--- src/rtl/posit_defines_pkg.sv ---
// Shared posit constants and the decoded-accumulator bundle used by the
// accumulator-to-posit16 output converter.
package posit_defines;

  localparam int unsigned FBITS_ACCUM                          = 32;
  localparam int unsigned POSIT_SERIALIZED_WIDTH_ACCUM_PROD_ES2 = FBITS_ACCUM + 12;

  localparam int unsigned POSIT16_W      = 16;
  localparam int unsigned SCALE_W        = 9;
  localparam int unsigned REGIME_SHIFT_W = 5;

  localparam logic [POSIT16_W-1:0] POSIT16_ES2_MAXPOS = 16'h7FFF;
  localparam logic [POSIT16_W-1:0] POSIT16_ES2_MINPOS = 16'h0001;
  localparam logic [POSIT16_W-1:0] POSIT16_ES2_NAR    = 16'h8000;
  localparam int                   POSIT16_ES2_MAX_SCALE = 56;

  typedef enum logic [2:0] {
    CLS_REG    = 3'd0,
    CLS_NAR    = 3'd1,
    CLS_ZERO   = 3'd2,
    CLS_SAT_HI = 3'd3,
    CLS_SAT_LO = 3'd4
  } val_class_e;

  // Stage-1 decoded bundle: classification plus regime-shift parameters.
  typedef struct packed {
    val_class_e                cls;
    logic                      sgn;
    logic [REGIME_SHIFT_W-1:0] m;
    logic                      rfill;
    logic [1:0]                e;
    logic [FBITS_ACCUM-1:0]    fraction;
    logic                      trunc;
  } accum_dec_t;

endpackage

--- src/rtl/shift_right.sv ---
// Logical right shift with a selectable fill bit; also reports whether any
// set bit was shifted out of the bottom.
module shift_right #(
  parameter int unsigned N = 36,
  parameter int unsigned S = 5
) (
  input  logic [N-1:0] din,
  input  logic [S-1:0] shamt,
  input  logic         fill,
  output logic [N-1:0] dout,
  output logic         sticky
);

  logic [N-1:0] lost_mask;

  assign dout      = N'({{N{fill}}, din} >> shamt);
  assign lost_mask = (N'(1) << shamt) - N'(1);
  assign sticky    = |(din & lost_mask);

endmodule

--- src/rtl/accum_prod_to_posit16.sv ---
// Three-stage converter from the serialized product-accumulator value to a
// rounded posit16 (es=2): decode, regime shift, round/negate.
module accum_prod_to_posit16 #(
  parameter int unsigned FBITS_ACCUM = posit_defines::FBITS_ACCUM,
  parameter int unsigned IN_W        = FBITS_ACCUM + 12
) (
  input  logic            clk,
  input  logic            rst,
  input  logic            in_valid,
  input  logic [IN_W-1:0] in_value,
  input  logic            in_trunc,
  output logic            out_valid,
  output logic [15:0]     out_posit,
  output logic            out_inexact,
  output logic            out_nar
);

  import posit_defines::*;

  localparam int unsigned SH_N   = FBITS_ACCUM + 4;
  localparam int unsigned BODY_W = 15;
  localparam logic signed [SCALE_W-1:0] MAX_SCALE = SCALE_W'(POSIT16_ES2_MAX_SCALE);
  localparam logic signed [SCALE_W-1:0] MIN_SCALE = SCALE_W'(-POSIT16_ES2_MAX_SCALE);

  // Field extraction: {sgn, scale, fraction, inf, zero}
  logic                      in_sgn;
  logic signed [SCALE_W-1:0] in_scale;
  logic [FBITS_ACCUM-1:0]    in_frac;
  logic                      in_inf;
  logic                      in_zero;

  assign in_sgn   = in_value[IN_W-1];
  assign in_scale = in_value[IN_W-2 -: SCALE_W];
  assign in_frac  = in_value[FBITS_ACCUM+1:2];
  assign in_inf   = in_value[1];
  assign in_zero  = in_value[0];

  accum_dec_t dec;
  logic       dec_sat_inexact;

  // Classify and derive regime shift; k[4:0] == scale[6:2] in the regular range.
  always_comb begin
    dec             = '0;
    dec_sat_inexact = 1'b1;
    dec.sgn         = in_sgn;
    dec.rfill       = ~in_scale[SCALE_W-1];
    dec.e           = in_scale[1:0];
    dec.fraction    = in_frac;
    dec.trunc       = in_trunc;
    dec.m           = dec.rfill ? in_scale[6:2] : ~in_scale[6:2];
    if (in_inf) begin
      dec.cls = CLS_NAR;
    end else if (in_zero) begin
      dec.cls = CLS_ZERO;
    end else if (in_scale >= MAX_SCALE) begin
      dec.cls         = CLS_SAT_HI;
      dec_sat_inexact = !((in_scale == MAX_SCALE) && (in_frac == '0) && !in_trunc);
    end else if (in_scale < MIN_SCALE) begin
      dec.cls = CLS_SAT_LO;
    end else begin
      dec.cls = CLS_REG;
    end
  end

  logic       s1_valid;
  accum_dec_t s1;
  logic       s1_sat_inexact;

  always_ff @(posedge clk or posedge rst) begin
    if (rst) begin
      s1_valid       <= 1'b0;
      s1             <= '0;
      s1_sat_inexact <= 1'b0;
    end else begin
      if (in_valid) begin
        s1_valid       <= 1'b1;
        s1             <= dec;
        s1_sat_inexact <= dec_sat_inexact;
      end else begin
        s1_valid <= 1'b0;
      end
    end
  end

  logic [SH_N-1:0] regime_str;
  logic [SH_N-1:0] shifted;
  logic            shift_sticky;

  assign regime_str = {s1.rfill, ~s1.rfill, s1.e, s1.fraction};

  shift_right #(
    .N(SH_N),
    .S(REGIME_SHIFT_W)
  ) u_regime_shift (
    .din   (regime_str),
    .shamt (s1.m),
    .fill  (s1.rfill),
    .dout  (shifted),
    .sticky(shift_sticky)
  );

  logic              s2_valid;
  val_class_e        s2_cls;
  logic              s2_sgn;
  logic              s2_trunc;
  logic              s2_sat_inexact;
  logic [BODY_W-1:0] s2_p;
  logic              s2_g;
  logic              s2_s;

  always_ff @(posedge clk or posedge rst) begin
    if (rst) begin
      s2_valid       <= 1'b0;
      s2_cls         <= CLS_REG;
      s2_sgn         <= 1'b0;
      s2_trunc       <= 1'b0;
      s2_sat_inexact <= 1'b0;
      s2_p           <= '0;
      s2_g           <= 1'b0;
      s2_s           <= 1'b0;
    end else begin
      s2_valid <= s1_valid;
      if (s1_valid) begin
        s2_cls         <= s1.cls;
        s2_sgn         <= s1.sgn;
        s2_trunc       <= s1.trunc;
        s2_sat_inexact <= s1_sat_inexact;
        s2_p           <= shifted[SH_N-1 -: BODY_W];
        s2_g           <= shifted[SH_N-BODY_W-1];
        s2_s           <= (|shifted[SH_N-BODY_W-2:0]) | shift_sticky | s1.trunc;
      end
    end
  end

  logic        round_up;
  logic [15:0] mag;
  logic        negate;
  logic [15:0] res_posit;
  logic        res_inexact;
  logic        res_nar;

  assign round_up = s2_g & (s2_p[0] | s2_s);

  // Round to nearest even, then apply specials and sign.
  always_comb begin
    mag         = {1'b0, s2_p} + 16'(round_up);
    res_inexact = s2_g | s2_s;
    res_nar     = 1'b0;
    negate      = s2_sgn;
    case (s2_cls)
      CLS_NAR: begin
        mag         = POSIT16_ES2_NAR;
        res_inexact = 1'b0;
        res_nar     = 1'b1;
        negate      = 1'b0;
      end
      CLS_ZERO: begin
        mag         = '0;
        res_inexact = s2_trunc;
        negate      = 1'b0;
      end
      CLS_SAT_HI: begin
        mag         = POSIT16_ES2_MAXPOS;
        res_inexact = s2_sat_inexact;
      end
      CLS_SAT_LO: begin
        mag         = POSIT16_ES2_MINPOS;
        res_inexact = 1'b1;
      end
      default: ;
    endcase
    res_posit = negate ? (~mag + 16'd1) : mag;
  end

  always_ff @(posedge clk or posedge rst) begin
    if (rst) begin
      out_valid   <= 1'b0;
      out_posit   <= '0;
      out_inexact <= 1'b0;
      out_nar     <= 1'b0;
    end else begin
      out_valid <= s2_valid;
      if (s2_valid) begin
        out_posit   <= res_posit;
        out_inexact <= res_inexact;
        out_nar     <= res_nar;
      end
    end
  end

endmodule
--- config.mk ---
export PLATFORM = sky130hd
export DESIGN_NAME = accum_prod_to_posit16
export DESIGN_NICKNAME = d
export VERILOG_FILES = /design/src/rtl/posit_defines_pkg.sv /design/src/rtl/shift_right.sv /design/src/rtl/accum_prod_to_posit16.sv
export SDC_FILE = /design/constraint.sdc
export NUM_CORES = 1
export LEC_CHECK = 0
export ABC_AREA = 1
export CELL_PAD_IN_SITES_DETAIL_PLACEMENT = 1
export CELL_PAD_IN_SITES_GLOBAL_PLACEMENT = 2
export CORE_ASPECT_RATIO = 1.4
export CORE_MARGIN = 2
export CORE_UTILIZATION = 35
export CTS_CLUSTER_SIZE = 14
export DETAILED_ROUTE_END_ITERATION = 8
export PLACE_DENSITY = 0.95
export SETUP_SLACK_MARGIN = 0.1
export SYNTH_ARGS = -nofsm -noshare
export SYNTH_HDL_FRONTEND = slang
export SYNTH_HIERARCHICAL = 1
export SYNTH_SLANG_ARGS = --single-unit
--- constraint.sdc ---
create_clock -name clk -period 5.05 [get_ports clk]
set_clock_uncertainty 0.1 [all_clocks]
set_input_delay 0.7575 -clock clk [delete_from_list [all_inputs] [get_ports clk]]
set_output_delay 0.7575 -clock clk [all_outputs]
set_load 0.005 [all_outputs]
Yosys cells after proc, flatten, opt, wreduce, memory -nomap -nowiden. Index checks and enable logic that the tools add are counted. W data, S select, Z words.

Register bits after elaboration: 90. Input bits: 48. Output and inout bits: 19. Logic and storage cells: 65.

$add $sub $neg: 3. $lt $le $gt $ge: 2. Eq/ne operators: 5. Shift-type cells: 2. Multiplexer cells: 14. Bitwise logic cells: 10. Reduce and logical (&&, ||, !) cells: 8.

Operator list (count): $shr A72 B5 Y36 (1); $pmux W16 S4 (1); $and A36 B36 Y36 (1); $reduce_or A36 Y1 (1); $shl A1 B5 Y36 const A (1); $sub A36 B2 Y36 const B (1); $logic_not A32 Y1 (1); $reduce_or A20 Y1 (1); $add A15 B1 Y16 (1); $add A16 B1 Y16 const B (1); $mux W16 (1); $not A16 Y16 (1); $mux W3 (4); $eq A9 B7 Y1 const B (1); $ge A9 B7 Y1 const B (1); $lt A9 B7 Y1 const B (1); $eq A3 B2 Y1 const B (2); $mux W1 (6); $mux W5 (1); $not A5 Y5 (1); $or A1 B1 Y1 (4); $pmux W1 S4 (1); $eq A3 B1 Y1 const B (1); $eq A3 B3 Y1 const B (1); other kinds (5) (8).

Logic depth before layout (Yosys ltp).
Depth in word-level cells: 7. Gate-level depth with buffers: 21. Mapped depth without buffers: 20.

Hierarchy. Netlist, hierarchy kept.

By module, submodules not included: accum_prod_to_posit16 (times used 1, cells each 596, area an instance 4618.2 um^2, seq. area each 2252.2 um^2); shift_right (times used 1, cells each 624, area an instance 3140.5 um^2, seq. area each 0.0 um^2).

Worst setup path before layout. No wires, ideal clock.

Path type: reg2reg. From: reg s1[37] (netlist bit). To: reg s2_s. Library setup time: 0.119 ns. Data arrival time: 2.424 ns. Required time: 4.831 ns. Slack: 2.407 ns. Cell stages (with the launch flop): 18. Buffers on the path: 1. Period minus slack after synthesis: 2.643 ns. Cell sequence: dfrtp_1 -> buf_6 -> nor2_8 -> nand4_2 -> ha_1 -> or2_2 -> nand3_1 -> nand3_1 -> nor2_1 -> nand3_1 -> nor2_1 -> nand2_1 -> nor2_1 -> nand2_1 -> nor4_1 -> nand3_1 -> o22ai_1 -> inv_1.

Word-level cells in the longest chain between the ends: 6. Elaborated cells on any way between the ends: 8. Classes of those cells: add/sub (1); shift (2); bitwise (3); reduce/logical (2).

RTL lines: from (decl) (RTL line accum_prod_to_posit16.sv:66) `accum_dec_t s1;`; from (signal assigned) (RTL line accum_prod_to_posit16.sv:72) `s1 <= '0;`; from (signal assigned) (RTL line accum_prod_to_posit16.sv:77) `s1 <= dec;`; $shl A1 B5 Y36 (RTL line shift_right.sv:17) `assign lost_mask = (N'(1) << shamt) - N'(1);`; $sub A36 B2 Y36 (RTL line shift_right.sv:17); $and A36 B36 Y36 (RTL line shift_right.sv:18) `assign sticky = |(din & lost_mask);`; $reduce_or A36 Y1 (RTL line shift_right.sv:18); named net shift_sticky (RTL line accum_prod_to_posit16.sv:87) `logic shift_sticky;`; $or A1 B1 Y1 (2 in a row) (RTL line accum_prod_to_posit16.sv:130) `s2_s <= (|shifted[SH_N-BODY_W-2:0]) | shift_sticky | s1.trunc;`; to (signal assigned) (RTL line accum_prod_to_posit16.sv:130); to (decl) (RTL line accum_prod_to_posit16.sv:109) `logic s2_s;`.

The timed path passes the listed nets, and every way through them passes these cells. A chain may end at the register's enable or synchronous reset.

Worst setup path after layout.
From: reg s1[40] (netlist bit). To: reg s2_s.

The elaborated chain is that of the path after synthesis.

==> impl_metrics.json <==
{
  "p_int_mw": 1.81,
  "diodes": 0,
  "min_path_type": "reg2reg",
  "clkTransAtPathRegs_ns": 0.08,
  "min_from": "s1_valid$_DFF_PP0_",
  "cts_resized": 0,
  "dr.max_layer_used": "met4",
  "maxSlewViolCount": 0,
  "synth.cell_area_um2": 7760,
  "finalPower_mw": 3.13,
  "final_cells": 1543,
  "swShare": 0.422,
  "synth_edf_count": 0,
  "ir_drop_mv": 0.211,
  "whs_ns": 0.327,
  "nFillCells": 2911,
  "clk_latency_ns": 0.37,
  "vias_per_cell": 5.33,
  "min_path_cells": 0,
  "yosysUniqueCellTypes": 48,
  "tightest_slew_ns": 0.952,
  "reg2reg_setup_slack_ns": 1.59,
  "power_frac_seq": 0.302,
  "slew_headroom": 0.365,
  "routed_wl_mm": 28.0,
  "first_pass_iters": 5,
  "drive_gt1_frac": 0.0875,
  "cts_hold_buf": 0,
  "postSynthAreaPerCell_um2": 6.36,
  "place_area_um2": 8540,
  "fin_ws_ns": 1.59,
  "dieArea_um2": 23400,
  "antenna_found_initial": 0,
  "postSynthCellCount": 1220,
  "max_freq_mhz": 289,
  "fin_crit_ns": 3.46,
  "maxCapViolations": 0,
  "synth_flop_cell": "dfrtp_1",
  "worstRegToRegCells": 17,
  "syn_nets": 1272,
  "wl_met1_mm": 10.7,
  "clockBufferDepth": 2,
  "reg2reg_to": "s2_s$_DFFE_PP0P_",
  "synth_seq_cells": 90,
  "critPathTopFamily": "simple AND/OR/NAND/NOR gates",
  "synth-async-reset-ratio": 1.00,
  "die_h_um": 180,
  "pin_count": 67,
  "combPwrFrac": 0.428,
  "coreArea_um2": 21800,
  "crit_cells": 17,
  "vias": 8230,
  "rows": 64,
  "dr_wl_met3_um": 553,
  "cts_tree": "done",
  "drc": 0,
  "post-route-util": 0.409,
  "tns_ns": 0,
  "root_buffer": "clkbuf_16",
  "synth_area_leaders": "dfrtp_1 (29%), nand2_1 (20%), o21ai_0 (10%), nand3_1 (7.2%), inv_1 (4.5%)",
  "hold_end": "s2_valid$_DFF_PP0_",
  "htree_levels": 3,
  "fin_crit_sh": 0.685,
  "drt_iter0_markers": 366,
  "postCtsSetupBuffers": 0,
  "ys_warn_count": 6,
  "synth_top_area_share": 0.290,
  "dp_worst_setup_slack_ns": 1.60,
  "overflow": 0,
  "grt_usage": 0.248,
  "critPathBufInv": 3,
  "crit_type": "reg2reg",
  "rsz0062_at_grt": "no",
  "critPathMaxStageDelay_ns": 0.64,
  "ant_nets": 0,
  "io_buffers": 66,
  "cp_max_fo": 47,
  "initial_core_util": 0.356,
  "grt_start_max_net_pins": 54,
  "cp-start-kind": "register",
  "p_clk_frac": 0.269,
  "p_per_area_nw_per_um2": 352,
  "dpl.cell_count": 1527,
  "fin_area_um2": 8900,
  "cp_slowest_cell": "inv_2",
  "setup_viol": 0,
  "ys_seq_area_frac": 0.290,
  "area_growth_pct": 14.7,
  "dp_hpwl_mm": 22.2,
  "grt_pass1_wl_mm": 45.1,
  "cts_sinks": 90,
  "p_leak_nw": 4.31,
  "grt_pass1_vias": 8666,
  "gp_congestion": 1.00,
  "fp.dieW_um": 130,
  "path_cells": "inv_2 > nand4_2 > ha_1 > nand3_2 > inv_2 > nand2_2 > nand2_1 > nand3_1 > nand2_1 > nor3_1 > nand3_1 > nor2_1 > nand2_1 > nor4_1 > nand3_1 > o22ai_1 > inv_1",
  "hold_viol": 0,
  "status": "finished clean",
  "cts_inserted_buffers": 9,
  "worst_ep_required_time_ns": 5.21,
  "yosys.area.top_type": "dfrtp_1",
  "arrival_ns": 3.62,
  "nets": 1293,
  "wl_per_cell_um": 18.1,
  "r2r-start": "s1[40]$_DFFE_PP0P_",
  "routed-wl-met2_mm": 15.1,
  "worst_setup_path_end_kind": "register",
  "switching_power_mw": 1.32
}
-- worst max-delay path by stage --
| stage | to | start |
|---|---|---|
| after global placement | s2_s$_DFFE_PP0P_ | s1[40]$_DFFE_PP0P_ |
| final | s2_s$_DFFE_PP0P_ | s1[40]$_DFFE_PP0P_ |
| after detailed placement | s2_s$_DFFE_PP0P_ | s1[40]$_DFFE_PP0P_ |
| after floorplan | out_inexact$_DFFE_PP0P_ | rst |
| after global routing | s2_s$_DFFE_PP0P_ | s1[40]$_DFFE_PP0P_ |
| after CTS | s2_s$_DFFE_PP0P_ | s1[40]$_DFFE_PP0P_ |
-- routing by layer --
layer | global-route usage | vias up
met5 | 0 | -
met4 | 0.135 | 0
met3 | 0.0267 | 74
met2 | 0.463 | 153
met1 | 0.264 | 3942
li1 | - | 4061
-- state kept, by name (all words and copies together) (netlist names), 3 cells and up --
signal,count
s2_cls,3
s2_p,15
regime_str,35
s1,10
out_posit,16
-- cell type report --
class | instances | area (um^2) | share of cell area
multi-input combinational | 958 | 4780 | 0.536
tap | 297 | 372 | 0.0417
timing repair buffer | 78 | 751 | 0.0843
sequential | 90 | 2250 | 0.253
clock inverter | 6 | 119 | 0.0134
clock buffer | 10 | 239 | 0.0268
inverter | 104 | 394 | 0.0443
-- power groups by stage --
stage | Combinational (mW) | Sequential [mW] | Clock (mW)
finish | 1.34 | 0.947 | 0.844
CTS | 1.34 | 0.948 | 0.863
global placement | 1.31 | 0.956 | 0
detailed placement | 1.34 | 0.961 | 0
global route | 1.50 | 0.963 | 0.892
floorplan | 0.929 | 0.921 | 0
-- cells by family (layout without fill, tap and decap cells) --
group | count (synthesis) | after routing | share of synthesized area
simple gates | 725 | 725 | 0.437
fa+ha+maj | 4 | 4 | 0.00645
compound gates | 202 | 202 | 0.139
flops | 90 | 90 | 0.290
xor+xnor | 14 | 14 | 0.0158
mux | 13 | 13 | 0.0171
buf+inv | 172 | 198 | 0.0942
-- layout by cell type, fill, tap and decap left out, types with 4 or more instances in the layout --
master and n:
nand2_1 410, o21ai_0 155, nand3_1 111, inv_1 92
dfrtp_1 90, nor2_1 79, clkdlybuf4s50_1 66, nand4_1 32
nand2_2 19, a21oi_1 18, nor4_1 14, nand3_2 13
buf_4 12, nor2_2 11, mux2i_1 11, inv_2 10
clkbuf_16 9, o211ai_1 8, xnor2_1 7, nor2_4 7
xor2_1 7, nor3_1 6, nand3b_1 5, nand4_2 5
o21ai_1 4, ha_1 4, nand4_4 4
-- cell usage after synthesis (2+ instances only) --
master and number:
dfrtp_1 90, inv_1 93, nand2_2 19, nor2_4 7, o21ai_0 155, o21ai_1 4
nand3b_1 5, buf_1 7, nand4_1 32, buf_2 15, nor2_8 3, a211oi_1 2
xor2_1 7, buf_6 8, clkbuf_1 37, nand3_1 111, or2_2 2, xnor2_1 7
nand3_2 13, nand4_2 5, o311ai_0 3, nand4_4 4, mux2_2 2, nor2_1 79
nor3_1 6, mux2i_1 11, nand2_1 410, inv_2 10, nor4_1 14, a31oi_1 2
a22oi_1 2, o21bai_1 2, a21oi_1 18, o211ai_1 8, nor2_2 11, ha_1 4
(Power assumes the default switching activity.)
